==> config.mk <==
export PLATFORM = sky130hd
export DESIGN_NAME = sparce_sasa_loader
export DESIGN_NICKNAME = d
export VERILOG_FILES = /design/src/rtl/sparce_sasa_loader.sv
export SDC_FILE = /design/constraint.sdc
export NUM_CORES = 1
export LEC_CHECK = 0
export BUFFER_PORTS_ARGS = -buffer_cell sky130_fd_sc_hd__buf_2
export CAP_MARGIN = 30
export CORE_MARGIN = 1.5
export CORE_UTILIZATION = 32
export CTS_CLUSTER_SIZE = 14
export DETAILED_ROUTE_END_ITERATION = 8
export SKIP_LAST_GASP = 1
export SYNTH_ARGS = -nofsm -noshare
export SYNTH_HDL_FRONTEND = slang
export SYNTH_SLANG_ARGS = --single-unit
==> constraint.sdc <==
create_clock -name CLK -period 2.6 [get_ports CLK]
set_input_delay 0.26 -clock CLK [delete_from_list [all_inputs] [get_ports CLK]]
set_output_delay 0.26 -clock CLK [all_outputs]
set_load 0.005 [all_outputs]
==> src/rtl/sparce_sasa_loader.sv <==
// Bulk-configuration sequencer for the SPARCE SASA table: shares the table write port
// between direct CPU stores and a memory-fed block loader.
module sparce_sasa_loader #(
    parameter logic [31:0] SASA_ADDR   = 32'h9000_0000,
    parameter int unsigned MAX_ENTRIES = 16
) (
    input  logic        CLK,
    input  logic        nRST,
    input  logic        cpu_wen,
    input  logic [31:0] cpu_addr,
    input  logic [31:0] cpu_wdata,
    output logic        cpu_stall,
    output logic        mem_req,
    output logic [31:0] mem_addr,
    input  logic [31:0] mem_rdata,
    input  logic        mem_ready,
    output logic        sasa_enable,
    output logic        sasa_wen,
    output logic [31:0] sasa_addr,
    output logic [31:0] sasa_data,
    output logic [31:0] status,
    output logic        done_pulse
);

    localparam int unsigned CNT_W = 5;

    typedef enum logic [1:0] {IDLE, FETCH, WRITE, DONE} state_t;

    state_t             state;
    logic [31:0]        base;
    logic [31:0]        ptr;
    logic [31:0]        data_q;
    logic [CNT_W-1:0]   remaining;
    logic               aborted;
    logic               overrun;
    logic               abort_pend;

    logic               hit_tbl;
    logic               hit_base;
    logic               hit_ctrl;
    logic               start_req;
    logic               abort_req;
    logic               abort_now;
    logic               busy;
    logic [CNT_W-1:0]   cnt_in;
    logic [CNT_W-1:0]   cnt_clamp;

    // Store decode and load-control terms
    always_comb begin
        hit_tbl   = cpu_wen && ((cpu_addr == SASA_ADDR) || (cpu_addr == SASA_ADDR + 32'd4));
        hit_base  = cpu_wen && (cpu_addr == SASA_ADDR + 32'd8);
        hit_ctrl  = cpu_wen && (cpu_addr == SASA_ADDR + 32'd12);
        start_req = hit_ctrl && cpu_wdata[8];
        abort_req = hit_ctrl && cpu_wdata[9];
        busy      = (state != IDLE);
        abort_now = abort_pend || abort_req;
        cnt_in    = cpu_wdata[CNT_W-1:0];
        cnt_clamp = (cnt_in > CNT_W'(MAX_ENTRIES)) ? CNT_W'(MAX_ENTRIES) : cnt_in;
    end

    always_ff @(posedge CLK or negedge nRST) begin
        if (!nRST) begin
            state      <= IDLE;
            base       <= '0;
            ptr        <= '0;
            data_q     <= '0;
            remaining  <= '0;
            aborted    <= 1'b0;
            overrun    <= 1'b0;
            abort_pend <= 1'b0;
        end else begin
            if (hit_base) base <= {cpu_wdata[31:2], 2'b00};
            if (busy && start_req) overrun <= 1'b1;
            if (busy && abort_req) abort_pend <= 1'b1;

            case (state)
                IDLE: begin
                    abort_pend <= 1'b0;
                    if (start_req) begin
                        remaining <= cnt_clamp;
                        ptr       <= base;
                        aborted   <= 1'b0;
                        overrun   <= 1'b0;
                        state     <= (cnt_in == '0) ? DONE : FETCH;
                    end
                end
                FETCH: begin
                    // The beat always completes; an abort only drops its data
                    if (mem_ready) begin
                        data_q <= mem_rdata;
                        ptr    <= ptr + 32'd4;
                        if (abort_now) begin
                            aborted <= 1'b1;
                            state   <= DONE;
                        end else begin
                            state   <= WRITE;
                        end
                    end
                end
                WRITE: begin
                    remaining <= remaining - CNT_W'(1);
                    if (abort_now) aborted <= 1'b1;
                    state <= ((remaining == CNT_W'(1)) || abort_now) ? DONE : FETCH;
                end
                DONE: begin
                    state <= IDLE;
                end
                default: state <= IDLE;
            endcase
        end
    end

    // Table port: CPU pass-through in IDLE, loader beat in WRITE
    always_comb begin
        sasa_enable = 1'b0;
        sasa_wen    = 1'b0;
        sasa_addr   = '0;
        sasa_data   = '0;
        case (state)
            IDLE: begin
                if (hit_tbl) begin
                    sasa_enable = 1'b1;
                    sasa_wen    = 1'b1;
                    sasa_addr   = cpu_addr;
                    sasa_data   = cpu_wdata;
                end
            end
            WRITE: begin
                sasa_enable = 1'b1;
                sasa_wen    = 1'b1;
                sasa_addr   = SASA_ADDR;
                sasa_data   = data_q;
            end
            default: ;
        endcase
    end

    assign mem_req    = (state == FETCH);
    assign mem_addr   = (state == FETCH) ? ptr : 32'd0;
    assign cpu_stall  = hit_tbl && busy;
    assign done_pulse = (state == DONE);
    assign status     = {busy, aborted, overrun, 24'd0, remaining};

endmodule
==> summary.txt <==
status: finished clean
number of port buffers: 177
GP Congestion: 0.839
first-pass GRT wire length: 28000 µm
number of synthesis warnings: 0
switching share of power: 27.5%
Synth Area in Compound Gates: 16.7%
share of flip-flops with an asynchronous set or reset: 100%
largest net degree at the start of global routing: 49
Pint: 2.74 mW
DIE HEIGHT: 144 µm
crit-path leading delay family: buffers and inverters
Slew HR: 52.0%
dpl hpwl: 13300 µm
post-place setup slack: 404 ps
register share of total power: 48.8%
DR iter-0 viols: 370
CP Buf/Inv Count: 6
Post-Syn Area: 6330 µm²
total clock buffers created by CTS: 9
Die Wd: 144 µm
crit end category: primary output
LEAKAGE: 3.91 nW
WP data required: 2340 ps
mux cell area share after synthesis: 13.0%
Crit Path Category: reg -> out
share of layout cells above drive strength 1: 36.1%
Synth Flop Type: dfrtp_1
Final min period: 2510 ps
Die Area: 20600 µm²
I/O pin total: 233
Via-to-Cell Ratio: 5.09
Initial Utilization: 32.5%
Routed WL per cell: 17.1 µm
Total GRT Usage: 17.6%
Slew @ Worst Pin: 720 ps
cells along the critical path: inv_1 -> ha_2 -> inv_2 -> buf_4 -> nor4_4 -> buf_6 -> clkbuf_16 -> a22o_1 -> buf_2
Layout fillers: 2009
Startpoint Class: register
Slew Viols, Final: 0
total chip power: 3.78 mW
Crit-path slowest cell: dfrtp_1
TritonCTS clock tree: done
GR Overflow Total: 0
DRC errors left: 0
FMAX: 399 MHz
drt first pass iters: 5
initial antenna violation count: 0
clock group share of total power: 35.2%
Post-DP Area: 7340 µm²
Mapped Avg Cell Area: 10.1 µm²
hold crit path type: in -> reg
main combinational cell family by area after synthesis: simple AND/OR/NAND/NOR gates
Finished Cell Area: 7680 µm²
vias in the first global route: 5094
setup ws final: 90.9 ps
DR vias: 5431
Comb pwr share: 16.0%
antenna diode count: 0
commonest non-fill, non-tap cells in the layout: buf_2 (176), dfrtp_1 (101), conb_1 (55), mux2_2 (36), and2_1 (34)
Core Rows: 51
CTS max path bufs: 2
sw power: 1.04 mW
crit-path max cell delay: 400 ps
CTS sink cnt: 102
Setup violations, final: 0
ANT nets after route: 0
worst clock skew: 12.1 ps
#FFs+latches synth: 102
H-tree levels: 3
Syn Inst Count: 626
Post-synth EDFFs: 0
xor/xnor share of the synthesized area: 0%
worst vdd ir: 0.279 mV
drt total wl: 18300 µm
register area share after synthesis: 40.3%
Synth Area in Adders: 1.38%
Synth Area in Simple Gates: 17.2%
crit-path max FO: 18
Area growth syn-to-layout: 21.3%
clock slew at reported path FFs: 70 ps
Core ar.: 19500 µm²
crit path DAT: 2250 ps
Worst-Skew Late Latency: 360 ps
Netlist cell types: 63
most common cell after layout, fill and taps aside: buf_2
PD cells: 493 nW/µm²
period utilisation layout: 96.5%
final hold viol count: 0
total of max-cap violations: 0
Final nets: 905
clock root cell: clkbuf_16
area by class of cell:
type | instances | area (µm²) | area share (%)
clock inverters | 4 | 28.8 | 0.375
clock buffers | 12 | 256 | 3.34
flip-flops and latches | 102 | 2550 | 33.3
multi-input cells | 460 | 3270 | 42.6
inverters | 20 | 75.1 | 0.978
repair buffers | 205 | 1160 | 15.1
well taps | 265 | 332 | 4.32
through the flow:
| stage | TNS [ps] | util (%) | cells | hold slack [ps] |
|---|---|---|---|---|
| finish | 0 | 39.5 | 1068 | 131 |
| global route | -6.60 | 39.5 | 1068 | 125 |
| CTS | 0 | 39.3 | 1066 | 117 |
| detailed placement | 0 | 37.7 | 1049 | 264 |
| global placement | 0 | 37.7 | 1049 | 260 |
| floorplan | 0 | - | 680 | -35.6 |
synth_stat cells (16+ instances only):
library cell,count,area [µm²]
inv_1,20,75.1
a21oi_1,29,145
a22o_1,33,289
clkbuf_1,24,90.1
nand2_1,26,97.6
and2_1,34,213
o21ai_0,27,135
buf_4,64,480
nand3_1,30,150
nor2_1,16,60.1
dfrtp_1,102,2550
mux2_2,36,405
mux2_1,27,304
metal layers:
layer	routed length, µm	GRT usage, %	share of wire (%)
met5	0	0	0
met4	398	6.66	2.2
met3	1020	2.63	5.6
met2	8180	27.3	45
met1	8660	24.7	47
registers in the layout (all words and copies together) (netlist names):
signal      flops
state           2
base           30
remaining       5
overrun         1
data_q         32
abort_pend      1
ptr            30
aborted         1
power by group through the flow:
stage | Combinational (mW) | Sequential (mW) | Clock, mW
final | 0.605 | 1.85 | 1.33
after global placement | 0.595 | 1.87 | 0
after CTS | 0.608 | 1.84 | 1.37
after detailed placement | 0.605 | 1.87 | 0
after global routing | 0.673 | 1.87 | 1.43
after floorplan | 0.418 | 1.85 | 0
worst paths after layout:
kind | from | to | slack [ps] | depth (start not counted)
max | state[1] | sasa_data[1] | 90 | 9
min | mem_rdata[2] | data_q[2] | 130 | 2
max reg2reg | ptr[3] | ptr[30] | 410 | 5
min reg2reg | base[6] | base[6] | 490 | 1
max in group asynchronous | nRST | data_q[27] | 1520 | 3
min in group asynchronous | nRST | remaining[3] | 400 | 2
cells by family after synthesis:
group / after synthesis
and+or+nand+nor: 174
AOI/OAI and AO/OA: 150
buffers and inverters: 118
DFF: 102
muxes: 74
adders and majority gates: 7
other: 1
repair_timing:
item                       4_1_cts  5_1_grt
setup buffers                    0        1
hold buffers                     1        0
hold endpoints to repair        32        0
resized for setup                0        5
setup endpoints to repair        0       37
Power figures use the tool's default switching activity.
